$ cat config.mk
export PLATFORM = sky130hd
export DESIGN_NAME = pc_sequencer
export DESIGN_NICKNAME = d
export VERILOG_FILES = /design/src/rtl/pc_seq_pkg.sv /design/src/rtl/pc_next_sel.sv /design/src/rtl/pc_sequencer.sv
export SDC_FILE = /design/constraint.sdc
export NUM_CORES = 1
export LEC_CHECK = 0
export ABC_AREA = 0
export CAP_MARGIN = 5
export CORE_UTILIZATION = 40
export CTS_BUF_LIST = sky130_fd_sc_hd__clkbuf_2
export DETAILED_ROUTE_END_ITERATION = 10
export PLACE_DENSITY = 0.78
export SYNTH_ARGS = -nofsm -noshare
export SYNTH_HDL_FRONTEND = slang
export SYNTH_SLANG_ARGS = --single-unit
$ cat constraint.sdc
create_clock -name clk -period 5.3 [get_ports clk]
set_clock_uncertainty 0.2 [all_clocks]
set_input_delay 0.53 -clock clk [delete_from_list [all_inputs] [get_ports clk]]
set_output_delay 0.53 -clock clk [all_outputs]
set_load 0.005 [all_outputs]
$ cat src/rtl/pc_seq_pkg.sv
// rtl/pc_seq_pkg.sv - shared types and constants for the program-counter sequencer
package pc_seq_pkg;
  localparam int XLEN = 32;

  typedef enum logic [1:0] {IDLE, RUN, HALT} pc_state_t;

  typedef enum logic [2:0] {SEL_HOLD, SEL_SEQ, SEL_JUMP, SEL_BRANCH, SEL_TRAP} pc_sel_t;

  function automatic logic is_aligned(input logic [XLEN-1:0] addr);
    return addr[1:0] == 2'b00;
  endfunction
endpackage

$ cat src/rtl/pc_next_sel.sv
// rtl/pc_next_sel.sv - priority mux choosing the next PC while the core is running
module pc_next_sel
  import pc_seq_pkg::*;
#(
  parameter logic [XLEN-1:0] TRAP_VECTOR = 32'h0000_0100
) (
  input  logic [XLEN-1:0] pc,
  input  logic            stall,
  input  logic            halt_req,
  input  logic            jump_valid,
  input  logic [XLEN-1:0] jump_target,
  input  logic            branch_taken,
  input  logic [XLEN-1:0] branch_target,
  output logic [XLEN-1:0] next_pc,
  output pc_sel_t         sel,
  output logic            misaligned
);
  always_comb begin
    sel        = SEL_SEQ;
    next_pc    = pc + 32'd4;
    misaligned = 1'b0;
    if (stall || halt_req) begin
      sel     = SEL_HOLD;
      next_pc = pc;
    end else if (jump_valid) begin
      // jump outranks a simultaneous branch; its target alone decides a trap
      if (!is_aligned(jump_target)) begin
        sel        = SEL_TRAP;
        next_pc    = TRAP_VECTOR;
        misaligned = 1'b1;
      end else begin
        sel     = SEL_JUMP;
        next_pc = jump_target;
      end
    end else if (branch_taken) begin
      if (!is_aligned(branch_target)) begin
        sel        = SEL_TRAP;
        next_pc    = TRAP_VECTOR;
        misaligned = 1'b1;
      end else begin
        sel     = SEL_BRANCH;
        next_pc = branch_target;
      end
    end
  end
endmodule

$ cat src/rtl/pc_sequencer.sv
// rtl/pc_sequencer.sv - PC register, boot/run/halt control, trap capture and fetch counter
module pc_sequencer
  import pc_seq_pkg::*;
#(
  parameter logic [XLEN-1:0] RESET_VECTOR = 32'h0000_0000,
  parameter logic [XLEN-1:0] TRAP_VECTOR  = 32'h0000_0100,
  parameter int unsigned     BOOT_DELAY   = 4
) (
  input  logic            clk,
  input  logic            rst,
  input  logic            stall,
  input  logic            branch_taken,
  input  logic [XLEN-1:0] branch_target,
  input  logic            jump_valid,
  input  logic [XLEN-1:0] jump_target,
  input  logic            halt_req,
  input  logic            resume,
  output logic [XLEN-1:0] pc_addr,
  output logic [XLEN-1:0] pc_plus4,
  output logic            fetch_valid,
  output logic            halted,
  output logic            trap_valid,
  output logic [XLEN-1:0] trap_pc,
  output logic [XLEN-1:0] trap_target,
  output logic [XLEN-1:0] instr_count
);
  localparam logic [7:0] BOOT_LAST = 8'(BOOT_DELAY - 1);

  if (RESET_VECTOR[1:0] != 2'b00 || TRAP_VECTOR[1:0] != 2'b00 ||
      BOOT_DELAY < 1 || BOOT_DELAY > 255) begin : g_bad_params
    $error("pc_sequencer: vectors must be word-aligned and BOOT_DELAY within 1..255");
  end

  pc_state_t       state;
  logic [7:0]      boot_cnt;
  logic [XLEN-1:0] next_pc;
  pc_sel_t         sel;
  logic            misaligned;

  assign pc_plus4 = pc_addr + 32'd4;

  pc_next_sel #(.TRAP_VECTOR(TRAP_VECTOR)) u_next_sel (
    .pc            (pc_addr),
    .stall         (stall),
    .halt_req      (halt_req),
    .jump_valid    (jump_valid),
    .jump_target   (jump_target),
    .branch_taken  (branch_taken),
    .branch_target (branch_target),
    .next_pc       (next_pc),
    .sel           (sel),
    .misaligned    (misaligned)
  );

  always_ff @(posedge clk or posedge rst) begin
    if (rst) begin
      state       <= IDLE;
      pc_addr     <= RESET_VECTOR;
      boot_cnt    <= '0;
      instr_count <= '0;
      trap_valid  <= 1'b0;
      trap_pc     <= '0;
      trap_target <= '0;
      fetch_valid <= 1'b0;
      halted      <= 1'b0;
    end else begin
      trap_valid <= 1'b0;
      case (state)
        IDLE: begin
          boot_cnt <= boot_cnt + 8'd1;
          if (boot_cnt == BOOT_LAST) begin
            state       <= RUN;
            fetch_valid <= 1'b1;
          end
        end
        RUN: begin
          // a stalled cycle is invisible: no count, no redirect, no halt
          if (!stall) begin
            instr_count <= instr_count + 32'd1;
            if (sel != SEL_HOLD) pc_addr <= next_pc;
            if (halt_req) begin
              state       <= HALT;
              fetch_valid <= 1'b0;
              halted      <= 1'b1;
            end
            if (misaligned) begin
              trap_valid  <= 1'b1;
              trap_pc     <= pc_addr;
              trap_target <= jump_valid ? jump_target : branch_target;
            end
          end
        end
        HALT: begin
          if (resume) begin
            pc_addr     <= pc_plus4;
            state       <= RUN;
            fetch_valid <= 1'b1;
            halted      <= 1'b0;
          end
        end
        default: state <= IDLE;
      endcase
    end
  end
endmodule

==> metrics.cfg, run 1 <==
[status]
status = finished clean

[cts]
ctsRootBufferMaster = clkbuf_2
clock-sinks = 141
cts_setup_buffers = 0
numCtsBuffers = 17
cts_hold_buf = 0
path_clk_slew_ps = 240
clk_path_buf_depth = 2
cts_tree = yes
cts_resized = 0
htree_levels = 4
insertion_delay_ps = 770

[sta]
period_share_pct = 76.9
grt_setup_unrepaired = no
fin_tns_setup_ps = 0
fmax_mhz = 245
period_minus_slack_ps = 4080
worst_pin_slew_ps = 1130
maxSlewViolCount = 0
hold_violations = 0
max_slew_margin_pct = 24.1
setup_viol = 0

[critical_path]
crit_arrival_ps = 3350
worst-r2r-cell-count = 5
ff2ff_setup_slack_ps = 2260
path_max_fanout = 10
r2r-start = state[1]$_DFFE_PP0P_
crit_required_ps = 4570
cp-end-kind = output pin
path_cells = nand4_1 > nor3_2 > and2_1 > nand3_1 > xnor2_1 > clkdlybuf4s50_1
critical_path.max_stage_delay_ps = 620
rr_endpoint = pc_addr[21]$_DFFE_PP0P_
cp_slowest_cell = dfrtp_1
worstSetupStartpointType = flip-flop
path_class = flip-flop to output pin

[power]
seq_power_share_pct = 41.6
irDropWorstVdd_mv = 0.292
power_density_nw_per_um2 = 435
pwr-share-comb_pct = 38.8
p_leak_nw = 4.33
p_sw_mw = 1.54
swShare_pct = 35.0
clkPwrFrac_pct = 19.6
p_int_mw = 2.85

[logic_synthesis]
synth.top_cell.area_share_pct = 48.4
synth_edf_count = 0
synth.distinct_cells = 54
synth_compound_area_share_pct = 15.0
syn_nets = 884
syn_area_um2 = 7280
yosys-top-cells-area = dfrtp_1, nand2_1, o21ai_0
synth_xor_xnor_area_share_pct = 7.94
synth.most_common_cell = nand2_1
ys_seq_elements = 141
yosys.area_share.simple_pct = 21.9
yosysWarnings = 0
synth_common_cells = nand2_1, dfrtp_1, o21ai_0
synth_top_family_by_area = simple AND/OR/NAND/NOR gates
yosysTopAreaCell = dfrtp_1
async_reset_ff_share_pct = 100
syn_area_per_cell_um2 = 8.99
synthAdderAreaFrac_pct = 0.515
synthCells = 810
yosys_most_used_dff = dfrtp_1
synthMuxAreaShare_pct = 2.37
ys_seq_area_share_pct = 48.4

[floorplanning]
io_pins = 234
die_w_um = 137
rows = 48
die_area_um2 = 18800
initial_utilization_pct = 41.5
die_h_um = 137
coreArea_um2 = 17500

[hold_path]
holdPathEnd = trap_target[10]$_DFFE_PP0P_
hp-class = input pin to flip-flop
hp-start = jump_valid
hold_depth = 3

[drt]
first_iter_violations = 514
drc = 0
avgRoutedWirePerCell_um = 18.6
drt_pass1_iterations = 5
routed_via_density = 5.51
antenna_left = 0
wl_um = 23400
num_vias = 6904

[flow_run]
drv_cap = 0

[layout]
fin_nets = 1088
fin_util_pct = 57.6
multiInputGateArea_um2 = 3500
final_cells = 1254
seq_area_um2 = 3530
synthToLayoutAreaGrowth_pct = 38.6
drive_above_1_share_pct = 5.45
n_fill_cell = 1542

[placed_design]
io_buffers = 233
hpwl_um = 16800
routabilityCongestion = 0.812
dp.cells = 1220

[global_route]
grt_pass1_vias = 6402
grt.total_usage_pct = 25.2
antenna_found_initial = 2
grt_max_degree = 108
grt_first_pass_wirelength_um = 35500
overflow = 0

[layer usage]
layer | track usage (%) | vias up | share of wire (%)
met5 | 0 | - | 0
met3 | 6.15 | 46 | 7.1
met1 | 33.1 | 3344 | 43
met4 | 11.2 | 0 | 3.4
met2 | 39.1 | 279 | 46
li1 | - | 3235 | -
[power by group through the flow]
stage,logic (mW),registers (mW),clock network [mW]
3_3_place_gp,1.67,1.83,0
4_1_cts,1.72,1.82,0.873
2_1_floorplan,0.667,1.73,0
6_report,1.70,1.83,0.859
5_1_grt,1.85,1.89,0.914
3_5_place_dp,1.71,1.84,0
[how the worst max path moves through the flow]
stage | startpoint | endpoint | slack (ps)
floorplan | rst | boot_cnt[0]$_DFFE_PP0P_ | 790
global placement | halt_req | trap_target[10]$_DFFE_PP0P_ | 1840
detailed placement | halt_req | trap_target[10]$_DFFE_PP0P_ | 1760
CTS | pc_addr[7]$_DFFE_PP0P_ | pc_plus4[19] | 1190
global route | pc_addr[7]$_DFFE_PP0P_ | pc_plus4[19] | 980
finish | pc_addr[7]$_DFFE_PP0P_ | pc_plus4[19] | 1220
[registers in the layout, summed over array words and instances (netlist names)]
signal and cells:
trap_valid 1, fetch_valid 1, trap_target 32, state 2, halted 1, instr_count 32
pc_addr 32, boot_cnt 8, trap_pc 32
[area by class of cell]
| class | instances | area share [%] |
|---|---|---|
| clock inverters | 15 | 2.55 |
| flip-flops and latches | 141 | 35.0 |
| inverters | 12 | 0.496 |
| diodes | 2 | 0.0496 |
| clock buffers | 17 | 0.843 |
| well taps | 225 | 2.79 |
| repair buffers | 240 | 23.6 |
| multi-input cells | 602 | 34.7 |
[critical path: cells and delay by family (launching register included)]
family        cells  cell delay (ps)
xor+xnor          1              200
buf+inv           1              540
flops             1              620
simple gates      4             1220
[kinds of logic after synthesis]
family	after synthesis
AO/OA/AOI/OAI	171
XOR/XNOR	66
adder cells (fa/ha/maj)	3
buffers and inverters	67
flip-flops	141
multiplexers	17
AND/OR/NAND/NOR	345
[placed cells by master, fill, tap and decap left out, types with 3 or more instances in the layout]
cell type          n
clkdlybuf4s50_1  232
nand2_1          175
dfrtp_1          141
o21ai_0           72
nor2_1            55
xnor2_1           39
nand3_1           32
a21oi_1           27
xor2_1            27
nor2b_1           17
clkbuf_2          17
nand4_1           16
a32oi_1           15
mux2i_1           15
inv_1             11
a31oi_1            9
a221o_1            9
and3_1             8
buf_4              8
nor3_1             7
and4_1             6
o311ai_0           6
and2_1             6
bufinv_16          6
a221oi_1           5
inv_6              5
o22ai_1            4
nor4_1             3
or3_1              3
o32ai_1            3
a22o_1             3
ha_1               3
clkinvlp_4         3
[per-stage QoR]
stage / hold WS (ps) / setup WS [ps] / total power [mW] / instance area [um2]
finish: 112 / 1220 / 4.39 / 10100
global route: 77.7 / 981 / 4.65 / 10100
CTS: 50.8 / 1190 / 4.41 / 10100
detailed placement: 262 / 1760 / 3.55 / 9750
global placement: 261 / 1840 / 3.50 / 9750
floorplan: 247 / 789 / 2.40 / 7280
Note: power is estimated with default switching activity, not from simulation.
==> inputs of run 2 (changes only) <==
==> constraint.sdc (replaced) <==
create_clock -name clk -period 4.1 [get_ports clk]
set_clock_uncertainty 0.2 [all_clocks]
set_input_delay 0.41 -clock clk [delete_from_list [all_inputs] [get_ports clk]]
set_output_delay 0.41 -clock clk [all_outputs]
set_load 0.005 [all_outputs]
==> run 2 against run 1 <==
Global-route usage increased by 0.052 points; non-clock buffer count increased by 6; flip-flop and latch count unchanged.
==> metrics.cfg, run 2 (synthesis results as in run 1) <==
[cts]
numCtsBuffers = 17
path_clk_slew_ps = 230
insertion_delay_ps = 750
clk_path_buf_depth = 2
ctsRootBufferMaster = clkbuf_2
htree_levels = 4
clock-sinks = 141
cts_setup_buffers = 0
cts_tree = yes

[sta]
fmax_mhz = 258
setup_viol = 0
period_share_pct = 94.4
worst_pin_slew_ps = 1090
grt_setup_unrepaired = no
maxSlewViolCount = 0
period_minus_slack_ps = 3870
hold_violations = 0
max_slew_margin_pct = 27.0
fin_tns_setup_ps = 0

[hold_path]
hp-class = input pin to async pin

[drt]
antenna_left = 0
routed_via_density = 5.48
drt_pass1_iterations = 5
first_iter_violations = 471
wl_um = 23200
drc = 0
avgRoutedWirePerCell_um = 18.4
num_vias = 6904

[layout]
drive_above_1_share_pct = 6.00
mostFrequentLayoutCells = clkdlybuf4s50_1, nand2_1, dfrtp_1
fin_nets = 1094
final_common_cell = clkdlybuf4s50_1
synthToLayoutAreaGrowth_pct = 38.6

[global_route]
grt_max_degree = 142
grt.total_usage_pct = 25.2
overflow = 0
antenna_found_initial = 1
grt_first_pass_wirelength_um = 35700
grt_pass1_vias = 6351

[critical_path]
path_class = flip-flop to output pin
crit_required_ps = 3490
cp-end-kind = output pin
path_max_fanout = 10
crit_arrival_ps = 3260
worstSetupStartpointType = flip-flop

[floorplanning]
io_pins = 234
initial_utilization_pct = 41.5
rows = 48
die_area_um2 = 18800
die_w_um = 137
die_h_um = 137
coreArea_um2 = 17500

[placed_design]
routabilityCongestion = 0.832
io_buffers = 233
hpwl_um = 16800

[flow_run]
drv_cap = 0

[power]
irDropWorstVdd_mv = 0.348
power_mw = 5.42
p_leak_nw = 4.36
power_density_nw_per_um2 = 537

[status]
status = finished clean

run 2: cell types whose count changed in the layout (fill, tap and decap cells not counted), sizes merged:
cell	change
clkinv	+4
bufinv	-4
buf	+4
diode	-1
dlygate4sd3	+2
run 2: what timing repair did:
action,4_1_cts,5_1_grt
resized for setup,0,5
setup endpoints to repair,0,4
hold endpoints to repair,14,0
hold buffers,2,0
run 2: per-stage QoR:
step	instance area [um2]	instances	util, %	hold slack (ps)	setup slack (ps)
2_1_floorplan	7290	810	-	247	1730
3_3_place_gp	9800	1224	55.9	259	840
3_5_place_dp	9800	1224	55.9	266	798
4_1_cts	10100	1258	57.4	6.51	157
5_1_grt	10100	1259	57.6	18.4	39.8
6_report	10100	1259	57.6	29.4	229
run 2: path summary, 6_finish.rpt:
path	depth (start not counted)	to	slack (ps)	from
min in group clk	3	trap_target[10]$_DFFE_PP0P_	90	branch_target[10]
min	3	instr_count[31]$_DFFE_PP0P_	30	rst
min reg2reg	1	instr_count[31]$_DFFE_PP0P_	290	instr_count[31]$_DFFE_PP0P_
max reg2reg	5	pc_addr[21]$_DFFE_PP0P_	1010	state[0]$_DFFE_PP0P_
max	5	pc_plus4[31]	230	pc_addr[11]$_DFFE_PP0P_
max in group asynchronous	3	trap_target[27]$_DFFE_PP0P_	3120	rst
run 2: cell type report:
cell class	count	area, um2
Fill cell	1577	7440
Multi-Input combinational cell	602	3530
Sequential cell	141	3530
Timing Repair Buffer	246	2460
Tap cell	225	282
Clock inverter	15	159
Clock buffer	17	85.1
Inverter	12	48.8
Antenna cell	1	2.50
run 2: power breakdown:
part / switching, mW / leakage, nW / total (mW) / internal [mW]
Clock: 0.571 / 0.144 / 0.860 / 0.290
Sequential: 0.516 / 1.85 / 2.35 / 1.83
Combinational: 0.883 / 2.36 / 2.21 / 1.33
run 2: critical path, cell delays in order, from the launching register on:
cell and delay (ps):
dfrtp_1 610, and3_1 410, nand3_1 210, nor4_1 550, xor2_1 210, clkdlybuf4s50_1 550
run 2: per-layer routing:
metal  GRT usage, %  part of all wire, %  vias up
li1               -                    -     3257
met1           34.1                   45     3351
met2           39.8                   47      260
met3           5.85                  6.6       36
met4           8.18                  2.2        0
met5              0                    0        -
==> inputs of run 3 (changes only) <==
--- a/config.mk
+++ b/config.mk
@@ -6,7 +6,6 @@
 export NUM_CORES = 1
 export LEC_CHECK = 0
 export ABC_AREA = 0
-export CAP_MARGIN = 5
 export CORE_UTILIZATION = 40
 export CTS_BUF_LIST = sky130_fd_sc_hd__clkbuf_2
 export DETAILED_ROUTE_END_ITERATION = 10
==> results of run 3 <==
Final layout, timing and power as in run 2 (identical DEF).
